File: src/rtl/cfg_chain_loader.sv
// Serialises configuration words MSB-first onto the switch-box shift chain and
// optionally verifies it. Define CFG_READBACK_EN to add the rb_data/rb_valid readback port.
`timescale 1ns/1ps

module cfg_chain_loader #(
    parameter int NUM_TILES     = 4,
    parameter int BITS_PER_TILE = 40,
    parameter int WORD_W        = 8,
    localparam int TOTAL_BITS   = NUM_TILES * BITS_PER_TILE
) (
    input  logic              clk,
    input  logic              rst,
    input  logic              start,
    input  logic              verify,
    input  logic [WORD_W-1:0] cfg_data,
    input  logic              cfg_valid,
    output logic              cfg_ready,
    output logic              shift_clk,
    output logic              shift_en,
    output logic              shift_i,
    input  logic              chain_tail,
    output logic              busy,
    output logic              done,
    output logic              cfg_loaded,
    output logic              mismatch
`ifdef CFG_READBACK_EN
    ,
    output logic [WORD_W-1:0] rb_data,
    output logic              rb_valid
`endif
);

    localparam int CNT_W = $clog2(TOTAL_BITS + 1);
    localparam int IDX_W = (WORD_W > 1) ? $clog2(WORD_W) : 1;

    typedef enum logic [2:0] {IDLE, FETCH, SHIFT_LO, SHIFT_HI, FINISH} state_t;

    state_t            state_q, state_n;
    logic              mode_q, mode_n;
    logic [WORD_W-1:0] word_q, word_n;
    logic [IDX_W-1:0]  idx_q, idx_n;
    logic [CNT_W-1:0]  cnt_q, cnt_n;
    logic              shift_clk_q, shift_clk_n;
    logic              shift_en_q, shift_en_n;
    logic              shift_i_q, shift_i_n;
    logic              busy_q, busy_n;
    logic              done_q, done_n;
    logic              loaded_q, loaded_n;
    logic              mismatch_q, mismatch_n;

`ifdef CFG_READBACK_EN
    logic [WORD_W-1:0] rb_shift_q, rb_shift_n;
    logic [WORD_W-1:0] rb_data_q, rb_data_n;
    logic [IDX_W-1:0]  rb_cnt_q, rb_cnt_n;
    logic              rb_valid_q, rb_valid_n;
`else
    // Without readback, chain_tail feeds only the verify compare.
`endif

    // Chain-facing outputs are registered from next-state so they never glitch.
    always_ff @(posedge clk or posedge rst) begin
        if (rst) begin
            // NOTE: every register, including the word buffer, is reset so an aborted pass leaves no stale state.
            state_q     <= IDLE;
            mode_q      <= 1'b0;
            word_q      <= '0;
            idx_q       <= '0;
            cnt_q       <= '0;
            shift_clk_q <= 1'b0;
            shift_en_q  <= 1'b1;
            shift_i_q   <= 1'b0;
            busy_q      <= 1'b0;
            done_q      <= 1'b0;
            loaded_q    <= 1'b0;
            mismatch_q  <= 1'b0;
`ifdef CFG_READBACK_EN
            rb_shift_q  <= '0;
            rb_data_q   <= '0;
            rb_cnt_q    <= '0;
            rb_valid_q  <= 1'b0;
`endif
        end else begin
            // NOTE: non-blocking assignments here so all state updates see pre-edge values.
            state_q     <= state_n;
            mode_q      <= mode_n;
            word_q      <= word_n;
            idx_q       <= idx_n;
            cnt_q       <= cnt_n;
            shift_clk_q <= shift_clk_n;
            shift_en_q  <= shift_en_n;
            shift_i_q   <= shift_i_n;
            busy_q      <= busy_n;
            done_q      <= done_n;
            loaded_q    <= loaded_n;
            mismatch_q  <= mismatch_n;
`ifdef CFG_READBACK_EN
            rb_shift_q  <= rb_shift_n;
            rb_data_q   <= rb_data_n;
            rb_cnt_q    <= rb_cnt_n;
            rb_valid_q  <= rb_valid_n;
`endif
        end
    end

    always_comb begin
        // NOTE: defaults first so no path through the case leaves a signal unassigned (no latches).
        state_n     = state_q;
        mode_n      = mode_q;
        word_n      = word_q;
        idx_n       = idx_q;
        cnt_n       = cnt_q;
        shift_clk_n = shift_clk_q;
        shift_en_n  = shift_en_q;
        shift_i_n   = shift_i_q;
        busy_n      = busy_q;
        done_n      = 1'b0;
        loaded_n    = loaded_q;
        mismatch_n  = mismatch_q;
`ifdef CFG_READBACK_EN
        rb_shift_n  = rb_shift_q;
        rb_data_n   = rb_data_q;
        rb_cnt_n    = rb_cnt_q;
        rb_valid_n  = 1'b0;
`endif

        unique case (state_q)
            IDLE: begin
                if (start) begin
                    mode_n     = verify;
                    cnt_n      = '0;
                    if (!verify) mismatch_n = 1'b0;
                    busy_n     = 1'b1;
                    shift_en_n = 1'b1;
                    loaded_n   = 1'b0;
`ifdef CFG_READBACK_EN
                    rb_cnt_n   = '0;
`endif
                    state_n    = FETCH;
                end
            end

            FETCH: begin
                if (cfg_valid) begin
                    word_n    = cfg_data;
                    idx_n     = IDX_W'(WORD_W - 1);
                    shift_i_n = cfg_data[WORD_W-1];
                    state_n   = SHIFT_LO;
                end
            end

            SHIFT_LO: begin
                // chain_tail still holds the previous bitstream's bit here, ahead of the rising edge.
                if (mode_q && (chain_tail != word_q[idx_q])) mismatch_n = 1'b1;
`ifdef CFG_READBACK_EN
                rb_shift_n = {rb_shift_q[WORD_W-2:0], chain_tail};
                if (rb_cnt_q == IDX_W'(WORD_W - 1)) begin
                    rb_data_n  = rb_shift_n;
                    rb_valid_n = 1'b1;
                    rb_cnt_n   = '0;
                end else begin
                    rb_cnt_n   = rb_cnt_q + 1'b1;
                end
`endif
                shift_clk_n = 1'b1;
                state_n     = SHIFT_HI;
            end

            SHIFT_HI: begin
                shift_clk_n = 1'b0;
                cnt_n       = cnt_q + 1'b1;
                if (cnt_q == CNT_W'(TOTAL_BITS - 1)) begin
                    // Leftover low bits of a partial final word are dropped here.
                    shift_en_n = 1'b0;
                    busy_n     = 1'b0;
                    done_n     = 1'b1;
                    loaded_n   = 1'b1;
`ifdef CFG_READBACK_EN
                    if (rb_cnt_q != '0) begin
                        rb_data_n  = rb_shift_q << (WORD_W - int'(rb_cnt_q));
                        rb_valid_n = 1'b1;
                    end
`endif
                    state_n    = FINISH;
                end else if (idx_q == '0) begin
                    state_n = FETCH;
                end else begin
                    idx_n     = idx_q - 1'b1;
                    shift_i_n = word_q[idx_n];
                    state_n   = SHIFT_LO;
                end
            end

            FINISH:  state_n = IDLE;
            default: state_n = IDLE;
        endcase
    end

    assign cfg_ready  = (state_q == FETCH);
    assign shift_clk  = shift_clk_q;
    assign shift_en   = shift_en_q;
    assign shift_i    = shift_i_q;
    assign busy       = busy_q;
    assign done       = done_q;
    assign cfg_loaded = loaded_q;
    assign mismatch   = mismatch_q;
`ifdef CFG_READBACK_EN
    assign rb_data    = rb_data_q;
    assign rb_valid   = rb_valid_q;
`endif

endmodule

File: config.mk
export PLATFORM = sky130hd
export DESIGN_NAME = cfg_chain_loader
export DESIGN_NICKNAME = d
export VERILOG_FILES = /design/src/rtl/cfg_chain_loader.sv
export SDC_FILE = /design/constraint.sdc
export NUM_CORES = 1
export LEC_CHECK = 0
export CAP_MARGIN = 15
export CORE_MARGIN = 4
export CORE_UTILIZATION = 49
export DETAILED_ROUTE_END_ITERATION = 10
export PLACE_DENSITY = 0.73
export SETUP_SLACK_MARGIN = 0.4
export SYNTH_ARGS = -nofsm -noshare
export SYNTH_HDL_FRONTEND = slang
export SYNTH_SLANG_ARGS = --single-unit
File: constraint.sdc
create_clock -name clk -period 4.7 [get_ports clk]
set_input_delay 0.47 -clock clk [delete_from_list [all_inputs] [get_ports clk]]
set_output_delay 0.47 -clock clk [all_outputs]
set_load 0.05 [all_outputs]
==> flow_metrics.tcl <==
set metrics [dict create \
    cp-end-kind "output pin" \
    first_global_vias 1074 \
    nFillCells 246 \
    drv_slew 0 \
    postCtsHoldBufs 0 \
    worstReg2RegStart "idx_q[0]" \
    core_area_um2 2850 \
    clkLatencyLatePin_ns 0.34 \
    max_cap_violations 0 \
    yosysWarningCount 0 \
    synth_ff_type "dfrtp_1" \
    drtPass1Iterations 4 \
    cts.htree.levels 2 \
    syn_avg_cell_area_um2 11.2 \
    syn_area_um2 1510 \
    dp.final_hpwl_um 2150 \
    vdd_drop_max_uv 280 \
    worst_slack_ns 2.35 \
    power_leakage_uw 0.000811 \
    track_usage_pct 16.0 \
    grt_max_degree 31 \
    cts_setup_buffers 0 \
    area_growth_pct 20.1 \
    cts_max_path_buffers 2 \
    fin_crit_sh_pct 50.0 \
    cts_tree "done" \
    hold_viol 0 \
    num_io_pins 22 \
    powerDensity_nw_per_um2 591 \
    portBuffers 21 \
    antennaDiodeCount 0 \
    die_w_um 63.6 \
    drtAntennaViolNets 0 \
    grt_pass1_wl_um 4980 \
    hold_class "in -> async" \
    r2r_end "idx_q[2]" \
    die_area_um2 4040 \
    min_period_ns 2.35 \
    critPathMaxFanout 10 \
    cp.arrival_ns 1.88 \
    critPathKind "reg -> out" \
    tightest_slew_ns 0.627 \
    nNetsFinal 176 \
    ys_seq_area_share_pct 49.7 \
    rows 19 \
    antenna_found_initial 0 \
    synth_cell_types 38 \
    syn_nets 152 \
    critPathLaunchType "register" \
    drc_errors 0 \
    wirelength_um 2970 \
    fmax_mhz 425 \
    fp.dieH_um 63.6 \
    rsz0062_at_grt "false" \
    fin_skew_ns 0.0147 \
    initial_core_util_pct 53.1 \
    synth-seq-cells 30 \
    clockRootBuffer "clkbuf_4" \
    drtIter0Drc 85 \
    detail_route.wl_per_cell_um 15.6 \
    gr-total-overflow 0 \
    path_clk_slew_ns 0.10 \
    post-place-ws_ns 2.44 \
    reg2reg_depth 6 \
    vias_per_cell 5.94 \
    maxSlewHeadroom_pct 58.1 \
    synth_edf_count 0 \
    gp_congestion 0.814 \
    drive_above_1_share_pct 15.6 \
    synth-async-reset-ratio_pct 100 \
    cts_buffers 5 \
    setup_tns_ns 0 \
    ctsResizeCount 0 \
    ff2ff_setup_slack_ns 2.62 \
    status "finished, final reports clean" \
    vias 1135 \
    cts.sinks 30 \
    syn_inst 135 \
    cp.required_ns 4.23 \
    finalSetupViolCount 0 \
]
[metal layers]
layer / global-route usage, % / vias up / wire [um]
met2: 24.0 / 27 / 1430
met5: 0 / - / 0
li1: - / 536 / -
met1: 20.6 / 565 / 1340
met3: 5.86 / 7 / 146
met4: 7.28 / 0 / 60
[through the flow]
step | hold WS (ns) | utilization, % | total power (uW) | area (um^2) | std cells
after floorplan | 0.440 | - | 804 | 1510 | 135
after global placement | 0.457 | 60.7 | 889 | 1730 | 182
after detailed placement | 0.466 | 60.7 | 916 | 1730 | 182
after CTS | 0.480 | 62.8 | 1080 | 1790 | 190
after global routing | 0.349 | 63.7 | 1150 | 1820 | 191
final | 0.358 | 63.7 | 1070 | 1820 | 191
[report_power, final]
part           switching, uW  internal (uW)  total [uW]
logic                    233            231         464
clock network           85.2           72.3         158
registers                105            348         453
[logic make-up (layout without fill, tap and decap cells)]
| logic type | count (synthesis) | count (layout) | synth area share (%) |
|---|---|---|---|
| xor gates and xnor gates | 2 | 2 | 1.16 |
| adders and majority gates | 3 | 3 | 2.48 |
| AOI/OAI and AO/OA | 28 | 28 | 12.1 |
| muxes | 19 | 19 | 15.6 |
| DFF | 30 | 30 | 49.7 |
| buffers and inverters | 13 | 38 | 4.13 |
| and+or+nand+nor | 40 | 40 | 14.8 |
[state kept, by name (all words and copies together) (netlist names), 3 cells and up]
register	flops
idx_q	3
state_q	3
word_q	8
cnt_q	8
[final cells by class]
class	instances	area [um^2]	area share (%)
multi-input cells	92	699	38.5
inverters	8	30.0	1.65
well taps	31	38.8	2.13
repair buffers	22	238	13.1
flip-flops and latches	30	752	41.4
clock buffers	7	55.1	3.03
clock inverters	1	5.00	0.275
[worst max-delay path, cell delays in order, from the launching register on]
cell,delay (ns)
dfrtp_1,0.50
nor3b_1,0.21
clkdlybuf4s50_1,0.83
[worst max-delay path by stage]
stage | from | endpoint
global placement | start | cnt_q[2]
global route | state_q[0] | cfg_ready
detailed placement | start | cnt_q[2]
CTS | state_q[0] | cfg_ready
floorplan | state_q[1] | cfg_ready
finish | state_q[0] | cfg_ready
[cell usage after synthesis, types with 2 or more instances]
master / instances / area, um^2
xor2_1: 2 / 17.5
nor2_1: 7 / 26.3
mux2_2: 11 / 124
a21oi_1: 8 / 40.0
nand3b_1: 2 / 15.0
dfrtp_1: 29 / 726
mux2i_1: 6 / 60.1
buf_2: 2 / 10.0
mux4_1: 2 / 52.6
and2_1: 3 / 18.8
nand2_1: 9 / 33.8
and4bb_2: 2 / 25.0
ha_1: 3 / 37.5
nand3_1: 4 / 20.0
o21ai_0: 9 / 45.0
inv_1: 8 / 30.0
nor3_1: 4 / 20.0
and3_1: 4 / 25.0
[layout by cell type (no fill, tap or decap), types with 2 or more instances in the layout]
master            n
mux4_1            2
inv_1             8
ha_1              3
clkbuf_4          5
and3_1            4
xor2_1            2
nor2_1            7
mux2_2           11
dfrtp_1          29
o21ai_0           9
and2_1            3
nand3_1           4
nand3b_1          2
mux2i_1           6
and4bb_2          2
nor3_1            4
nand2_1           9
a21oi_1           8
clkdlybuf4s50_1  21
No activity file was read; power rests on OpenSTA's default activity.
